--- config.mk ---
export PLATFORM = sky130hd
export DESIGN_NAME = inst_fetch_queue_flat
export DESIGN_NICKNAME = d
export VERILOG_FILES = /design/src/rtl/inst_fetch_queue_if.sv /design/src/rtl/inst_fetch_queue.sv /design/src/flat_wrapper.sv
export SDC_FILE = /design/constraint.sdc
export NUM_CORES = 1
export LEC_CHECK = 0
export BUFFER_PORTS_ARGS = -buffer_cell sky130_fd_sc_hd__buf_4
export CAP_MARGIN = 20
export CELL_PAD_IN_SITES_DETAIL_PLACEMENT = 1
export CELL_PAD_IN_SITES_GLOBAL_PLACEMENT = 2
export CORE_MARGIN = 2
export CORE_UTILIZATION = 42
export DETAILED_ROUTE_END_ITERATION = 8
export GPL_TIMING_DRIVEN = 0
export PLACE_DENSITY = 0.89
export SYNTH_ARGS = -nofsm -noshare
export SYNTH_HDL_FRONTEND = slang
export SYNTH_SLANG_ARGS = --single-unit
--- constraint.sdc ---
create_clock -name clk_i -period 4.09 [get_ports clk_i]
set_clock_uncertainty 0.1 [all_clocks]
set_input_delay 0.2045 -clock clk_i [delete_from_list [all_inputs] [get_ports clk_i]]
set_output_delay 0.2045 -clock clk_i [all_outputs]
set_load 0.1 [all_outputs]
--- src/rtl/inst_fetch_queue_if.sv ---
// Fetch-engine bus bundle: the instruction-memory request/ack channel and the
// valid/ready channel toward the IF/ID pipe register.
interface inst_fetch_queue_if;
    logic        imem_req_o;
    logic [31:0] imem_addr_o;
    logic        imem_ack_i;
    logic [31:0] imem_instr_i;
    logic        id_valid_o;
    logic        id_ready_i;
    logic [31:0] id_instr_o;
    logic [31:0] id_pc_add_4_o;

    modport master (
        output imem_req_o, imem_addr_o,
        input  imem_ack_i, imem_instr_i,
        output id_valid_o, id_instr_o, id_pc_add_4_o,
        input  id_ready_i
    );

    modport slave (
        input  imem_req_o, imem_addr_o,
        output imem_ack_i, imem_instr_i,
        input  id_valid_o, id_instr_o, id_pc_add_4_o,
        output id_ready_i
    );
endinterface

--- src/rtl/inst_fetch_queue.sv ---
// IF-stage fetch engine: one outstanding request to a variable-latency
// instruction memory, a DEPTH-entry prefetch queue, and redirect/flush handling.
module inst_fetch_queue #(
    parameter int unsigned DEPTH    = 4,
    parameter logic [31:0] RESET_PC = 32'd0
) (
    input  logic                      clk_i,
    input  logic                      rst_n,
    input  logic                      redirect_i,
    input  logic [31:0]               redirect_pc_i,
    inst_fetch_queue_if.master        bus
);

    localparam int unsigned PTR_W = $clog2(DEPTH);
    localparam int unsigned CNT_W = PTR_W + 1;

    typedef enum logic [1:0] {
        S_FETCH,
        S_WAIT,
        S_DISCARD
    } state_t;

    state_t            state, state_nxt;
    logic [31:0]       fetch_pc;
    logic [31:0]       fetch_addr;
    logic [31:0]       pc_plus_4;
    logic [31:0]       discard_addr;
    logic [PTR_W-1:0]  rd_ptr, wr_ptr;
    logic [CNT_W-1:0]  count;
    logic [31:0]       instr_mem [DEPTH];
    logic [31:0]       pc4_mem   [DEPTH];

    logic req;
    logic ack_fire;
    logic push;
    logic pop;
    logic not_full;
    logic head_valid;

    assign fetch_addr = {fetch_pc[31:2], 2'b00};
    assign pc_plus_4  = fetch_pc + 32'd4;
    assign not_full   = (count != CNT_W'(DEPTH));
    assign head_valid = (count != '0);

    // NOTE: every signal written here gets a default first, so no path can infer a latch.
    always_comb begin
        state_nxt = state;
        req       = 1'b0;
        case (state)
            S_FETCH: begin
                // rst_n gate keeps the request low while reset is held.
                req = rst_n && not_full && !redirect_i;
                if (req && !bus.imem_ack_i) state_nxt = S_WAIT;
            end
            S_WAIT: begin
                req = 1'b1;
                if (bus.imem_ack_i)  state_nxt = S_FETCH;
                else if (redirect_i) state_nxt = S_DISCARD;
            end
            S_DISCARD: begin
                req = 1'b1;
                if (bus.imem_ack_i) state_nxt = S_FETCH;
            end
            default: state_nxt = S_FETCH;
        endcase
    end

    // Abandoned responses and anything arriving alongside a redirect are dropped.
    assign ack_fire = req && bus.imem_ack_i;
    assign push     = ack_fire && (state != S_DISCARD) && !redirect_i;
    assign pop      = head_valid && bus.id_ready_i && !redirect_i;

    // NOTE: sequential state uses non-blocking assignments so all registers update together.
    always_ff @(posedge clk_i or negedge rst_n) begin
        if (!rst_n) begin
            state        <= S_FETCH;
            fetch_pc     <= RESET_PC;
            discard_addr <= '0;
            rd_ptr       <= '0;
            wr_ptr       <= '0;
            count        <= '0;
        end else begin
            state <= state_nxt;
            if (redirect_i) begin
                fetch_pc <= redirect_pc_i;
                rd_ptr   <= '0;
                wr_ptr   <= '0;
                count    <= '0;
            end else begin
                if (push) begin
                    fetch_pc <= pc_plus_4;
                    wr_ptr   <= wr_ptr + PTR_W'(1);
                end
                if (pop) rd_ptr <= rd_ptr + PTR_W'(1);
                count <= count + CNT_W'(push) - CNT_W'(pop);
            end
            if (state == S_WAIT && redirect_i && !bus.imem_ack_i)
                discard_addr <= fetch_addr;
        end
    end

    // NOTE: queue storage has no reset; the head is only exposed while count != 0.
    always_ff @(posedge clk_i) begin
        if (push) begin
            instr_mem[wr_ptr] <= bus.imem_instr_i;
            pc4_mem[wr_ptr]   <= pc_plus_4;
        end
    end

    assign bus.imem_req_o    = req;
    assign bus.imem_addr_o   = (state == S_DISCARD) ? discard_addr : fetch_addr;
    assign bus.id_valid_o    = head_valid;
    assign bus.id_instr_o    = head_valid ? instr_mem[rd_ptr] : '0;
    assign bus.id_pc_add_4_o = head_valid ? pc4_mem[rd_ptr]   : '0;

endmodule
--- src/flat_wrapper.sv ---
// flat-port wrapper written by rule: the top's interface ports become plain ports
module inst_fetch_queue_flat 
#(
    parameter int unsigned DEPTH    = 4,
    parameter logic [31:0] RESET_PC = 32'd0
)
  (clk_i, rst_n, redirect_i, redirect_pc_i, bus_imem_req_o, bus_imem_addr_o, bus_imem_ack_i, bus_imem_instr_i, bus_id_valid_o, bus_id_instr_o, bus_id_pc_add_4_o, bus_id_ready_i);
  inst_fetch_queue_if bus_i ();
  input  logic clk_i;
  input  logic rst_n;
  input  logic redirect_i;
  input  logic [31:0] redirect_pc_i;
  output wire logic [$bits(bus_i.imem_req_o)-1:0] bus_imem_req_o;
  output wire logic [$bits(bus_i.imem_addr_o)-1:0] bus_imem_addr_o;
  input wire logic [$bits(bus_i.imem_ack_i)-1:0] bus_imem_ack_i;
  input wire logic [$bits(bus_i.imem_instr_i)-1:0] bus_imem_instr_i;
  output wire logic [$bits(bus_i.id_valid_o)-1:0] bus_id_valid_o;
  output wire logic [$bits(bus_i.id_instr_o)-1:0] bus_id_instr_o;
  output wire logic [$bits(bus_i.id_pc_add_4_o)-1:0] bus_id_pc_add_4_o;
  input wire logic [$bits(bus_i.id_ready_i)-1:0] bus_id_ready_i;
  assign bus_imem_req_o = bus_i.imem_req_o;
  assign bus_imem_addr_o = bus_i.imem_addr_o;
  assign bus_i.imem_ack_i = bus_imem_ack_i;
  assign bus_i.imem_instr_i = bus_imem_instr_i;
  assign bus_id_valid_o = bus_i.id_valid_o;
  assign bus_id_instr_o = bus_i.id_instr_o;
  assign bus_id_pc_add_4_o = bus_i.id_pc_add_4_o;
  assign bus_i.id_ready_i = bus_id_ready_i;
  inst_fetch_queue #(.DEPTH(DEPTH), .RESET_PC(RESET_PC)) u_core (.clk_i(clk_i), .rst_n(rst_n), .redirect_i(redirect_i), .redirect_pc_i(redirect_pc_i), .bus(bus_i));
endmodule
## After elaboration in Yosys (flattened, before gate mapping)

Memory sizes are Yosys's and may differ from the RTL's.
Index checks and enable logic that the tools add are counted.

- Bits in writable memories: 256
- Bits of input ports: 69
- Memories: 2
- Flip-flop bits (word level): 71

- Eq/ne operators: 7
- Add/sub/neg operators: 5
- Reduce and logical (&&, ||, !) cells: 18
- Multiplexer cells: 18

Memory list:

| name | depth | bits a word | read ports | clocked after Yosys merged registers in | write ports | line | RTL |
|---|---|---|---|---|---|---|---|
| u_core.instr_mem | 4 | 32 | 1 | 0 | 1 | inst_fetch_queue.sv:30 | `logic [31:0] instr_mem [DEPTH];` |
| u_core.pc4_mem | 4 | 32 | 1 | 0 | 1 | inst_fetch_queue.sv:31 | `logic [31:0] pc4_mem [DEPTH];` |

Operator list:

| operator | count |
|---|---|
| $mux 32 | 5 |
| $add 32x3->32 const B | 1 |
| $mux 2 | 8 |
| $logic_and 1x1->1 | 10 |
| $ne 3x3->1 const B | 2 |
| $pmux 2 s3 | 1 |
| $add 2x1->2 const B | 2 |
| $ne 2x2->1 const B | 2 |
| $reduce_bool 2->1 | 2 |
| $add 3x1->3 | 1 |
| $mux 3 | 1 |
| $reduce_and 3->1 | 1 |
| $reduce_bool 3->1 | 1 |
| $sub 3x1->3 | 1 |
| $eq 2x1->1 const B | 1 |
| $eq 2x2->1 const B | 1 |
| $logic_not 1->1 | 2 |
| $logic_not 2->1 | 1 |
| $mux 1 | 2 |
| $ne 2x1->1 const B | 1 |
| $pmux 1 s2 | 1 |
| $reduce_or 2->1 | 1 |

## Depth between registers and ports, before layout

- Word-level depth: 10
- Gate-level depth with buffers: 14

## Least setup slack after synthesis

No wires, ideal clock.

- Path kind: register to register
- Start: register u_core.state[0]
- End: memory u_core.instr_mem[0][0], enable pin
- Buffers on the path: 1
- Path slack: 0.411 ns
- Stages on the path, launching flop included: 8
- Required time: 3.561 ns
- Data arrival time: 3.150 ns
- Period minus slack after synthesis: 3.679 ns
- Path through: dfrtp_1 -> inv_1 -> ha_1 -> nor4bb_1 -> a22oi_1 -> buf_2 -> nor2_1 -> and3_1

- Cells in the longest elaborated chain, start to end: 8

Ends and longest elaborated chain:

| what | line | RTL |
|---|---|---|
| from (decl) | inst_fetch_queue.sv:23 | `state_t state, state_nxt;` |
| from (signal assigned) | inst_fetch_queue.sv:83 | `state <= state_nxt;` |
| $eq 2x2->1 / $eq 2x1->1 (equally long branches) | inst_fetch_queue.sv:49 | `case (state)` |
| $reduce_or 2->1 (no source line) | n/a |  |
| $pmux 1 s2 | inst_fetch_queue.sv:49 |  |
| $logic_and 1x1->1 | inst_fetch_queue.sv:69 | `assign ack_fire = req && bus.imem_ack_i;` |
| $logic_and 1x1->1 (*) (2 in a row) | inst_fetch_queue.sv:70 | `assign push = ack_fire && (state != S_DISCARD) && !redirect_i;` |
| $mux 1 (*) | inst_fetch_queue.sv:104 | `if (push) begin` |
| $mux 1 (not written as such) (*) | inst_fetch_queue.sv:105 | `instr_mem[wr_ptr] <= bus.imem_instr_i;` |
| to (decl) | inst_fetch_queue.sv:30 |  |

Mark *: on every way between the ends. The rest lies on a longest branch, timed or not.

## Worst setup path in the final report

- Start: register u_core.rd_ptr[0]
- End: output bus_id_instr_o[25]

- Cells in the longest elaborated chain, start to end: 2

Ends and longest elaborated chain:

| what | line | RTL |
|---|---|---|
| from (decl) | inst_fetch_queue.sv:28 | `logic [PTR_W-1:0] rd_ptr, wr_ptr;` |
| from (signal assigned) | inst_fetch_queue.sv:94 | `if (pop) rd_ptr <= rd_ptr + PTR_W'(1);` |
| $mem_v2 4x32 | n/a |  |
| $mux 32 | inst_fetch_queue.sv:113 | `assign bus.id_instr_o = head_valid ? instr_mem[rd_ptr] : '0;` |
| to (decl) | flat_wrapper.sv:18 | `output wire logic [$bits(bus_i.id_instr_o)-1:0] bus_id_instr_o;` |

Every way passes these cells.

==> flow_summary.yaml <==
place:
  placed_area_um2: 16010
  routabilityCongestion: 0.7995
  dp_hpwl_mm: 22.20
  io_buffers: 164
setup_path:
  critPathKind: "reg -> out"
  r2r-start: "u_core.state[0]"
  cp.required_ps: 3790
  cpMaxStageDelayCell: "buf_1"
  critPathLaunchType: "flip-flop"
  r2r_slack_ps: 850
  arrival_ps: 2950
  cp_cell_sequence: "buf_1 -> buf_2 -> mux4_2 -> and2_1 -> buf_4"
  cp_max_fo: 10
  crit_path_end_kind: "primary output"
  slowest_delay_ps: 600
  crit_start: "u_core.rd_ptr[0]"
min_path:
  min_path_type: "in -> reg"
  holdCritStartpoint: "redirect_i"
timing:
  setup_violations: 0
  period_share_pct: 79.56
  fin_crit_ps: 3254
  fin_tns_setup_ps: 0
  hold-worst-slack_ps: 60.24
  rsz0062_at_grt: "no"
  timing.fmax_mhz: 307.3
  worst_pin_slew_ps: 918.8
  slew_viol_final: 0
  hold_viol: 0
  slew_headroom_pct: 38.75
routing:
  drt_wl_total_mm: 33.69
  route.detailed.drc: 0
  wire_per_inst_um: 20.77
  postRouteAntennaNets: 0
  dr.pass1.iters: 4
  dr.first_iter.drc_count: 477
  dr_total_vias: 8454
  vias_per_cell: 5.212
layout:
  design.final.nets: 1227
  areaGrowthSynthToFinish_pct: 26.92
  diodes: 0
  fillCellCount: 3203
  final_area_um2: 17880
  drive_above_1_share_pct: 33.22
power:
  p_sw_share_pct: 45.29
  intPower_w: 0.007526
  ir_worst_vdd_mv: 0.4832
  p_seq_share_pct: 30.3
  powerDensity_nw_per_um2: 769.5
  power.static_leakage_nw: 6.473
  p_comb_share_pct: 46.7
  clockPowerShare_pct: 23.0
  p_sw_w: 0.006230
clocking:
  cts_tree: "built"
  clk_latency_ps: 520
  cts_buffers: 36
  h-tree-depth: 2
  hold_buffers: 67
  cts_setup_buffers: 0
  cts_max_path_buffers: 3
  cts.sinks: 327
  clk_root_buffer_cell: "clkbuf_16"
  clkTransAtPathRegs_ps: 60
  post_cts_resized: 0
floorplanning:
  die_h_um: 187.1
  initial_utilization_pct: 42.32
  ios: 167
  die-area_um2: 35020
  core-area_um2: 33280
  die_w_um: 187.1
  rows: 67
flow_run:
  cap_violations: 0
global_routing:
  grt_use_total_pct: 19.43
  grt_pass1_vias: 9167
  antenna_found_initial: 0
  grt_overflow_total: 0
  grt_max_degree: 74
  grt_pass1_wl_mm: 52.25
synth:
  synthTopCellsByArea: "edfxtp_1, dfrtp_1, mux4_2"
  ys_seq_area_share_pct: 67.19
  ys_ff_latch: 327
  ys_types: 43
  synth_ff_type: "edfxtp_1"
  syn_area_per_cell_um2: 16.19
  yosysTopAreaCellShare_pct: 54.58
  yosysWarnings: 0
  async_reset_ff_share_pct: 21.71
  syn_area_um2: 14080
  syn_inst: 870
  synth-edff-count: 256
  synth_area_leader_cell: "edfxtp_1"
status:
  status: "complete, no violations"
-- cell type report --
cell class | count | area [µm²] | share of cell area (%)
plain buffers | 70 | 319.1 | 1.785
clock buffers | 43 | 937.1 | 5.243
clock inverters | 23 | 220.2 | 1.232
inverters | 12 | 45.04 | 0.2520
multi-input cells | 462 | 4280 | 23.94
flip-flops and latches | 327 | 9464 | 52.94
well taps | 448 | 560.5 | 3.136
repair buffers | 237 | 2049 | 11.46
-- synthesized netlist by cell type (all sizes together) (14+ instances only) --
master / instances
mux4: 64
clkbuf: 35
buf: 35
nor4: 14
and2: 64
mux2: 61
o21ai: 30
nand4: 14
dfrtp: 71
edfxtp: 256
xnor2: 34
nand3: 18
xor2: 23
nor2: 24
nand2: 45
-- state kept, by name, indices dropped and copies added, names as in the netlist --
name / cells
u_core.instr_mem: 128
u_core.state: 2
u_core.wr_ptr: 2
u_core.rd_ptr: 2
u_core.count: 3
u_core.fetch_pc: 32
u_core.pc4_mem: 128
u_core.discard_addr: 30
-- path summary, 6_finish.rpt --
check                                     endpoint  cells after the start
min in group asynchronous  u_core.discard_addr[28]                      3
max reg2reg                u_core.instr_mem[3][26]                      8
max                             bus_id_instr_o[25]                      5
min reg2reg                 u_core.discard_addr[2]                      2
min                            u_core.fetch_pc[21]                      4
max in group asynchronous      u_core.fetch_pc[27]                      3
-- worst max-delay path: cells and delay by family (launching register included) --
kind                   cells  cell delay [ps]
multiplexers               1              570
AND/OR/NAND/NOR            1              190
flip-flops                 1              370
buffers and inverters      3             1300
-- cells in the final DEF (no fill, tap or decap), drive strengths merged --
| cell type | count |
|---|---|
| a31oi | 3 |
| nor3 | 12 |
| and2 | 64 |
| or3b | 1 |
| mux2 | 61 |
| conb | 2 |
| bufinv | 3 |
| clkinvlp | 1 |
| buf | 204 |
| a22oi | 1 |
| nand2 | 45 |
| nor2 | 24 |
| xor2 | 23 |
| fa | 1 |
| a21oi | 5 |
| and3 | 7 |
| dlygate4sd3 | 68 |
| o31a | 2 |
| mux4 | 64 |
| ha | 11 |
| and4 | 6 |
| o21ai | 30 |
| edfxtp | 256 |
| o21a | 2 |
| mux2i | 1 |
| or2 | 1 |
| or3 | 5 |
| inv | 14 |
| or4 | 3 |
| nand2b | 4 |
| nor4 | 14 |
| dfrtp | 71 |
| clkbuf | 78 |
| clkinv | 17 |
| nor4bb | 1 |
| nand4 | 14 |
| nand3 | 18 |
| xnor2 | 34 |
| nor2b | 3 |
-- metal layers --
metal / part of all wire (%) / track usage (%) / vias up
met5: 0 / 0 / -
met4: 2.2 / 5.281 / 0
met2: 49 / 33.17 / 252
met3: 5.0 / 3.021 / 54
met1: 43 / 26.05 / 4319
li1: - / - / 3829
-- cells by family after synthesis --
group / share of synthesized area, %
other: 0.02662
muxes: 15.18
AOI/OAI and AO/OA: 1.661
DFF: 67.19
buffers and inverters: 2.585
and+or+nand+nor: 8.688
adders and majority gates: 1.119
xor gates and xnor gates: 3.544
-- power groups by stage --
stage               combinational [W]  sequential, W  clock, W
finish                        0.00642        0.00417   0.00316
global route                  0.00672        0.00421   0.00335
CTS                           0.00648        0.00417   0.00324
detailed placement            0.00642        0.00424         0
global placement              0.00632        0.00423         0
floorplan                     0.00500        0.00419         0
-- stage by stage --
stage	std cells	worst slack [ps]	utilization, %	power (W)
final	1622	836.1	53.71	0.01376
after global routing	1622	560.6	53.71	0.01429
after CTS	1620	436.0	53.60	0.01390
after detailed placement	1487	428.8	48.11	0.01066
after global placement	1483	-1483	47.72	0.01055
after floorplan	871	410.5	-	0.009198
No activity file was read; power rests on OpenSTA's default activity.
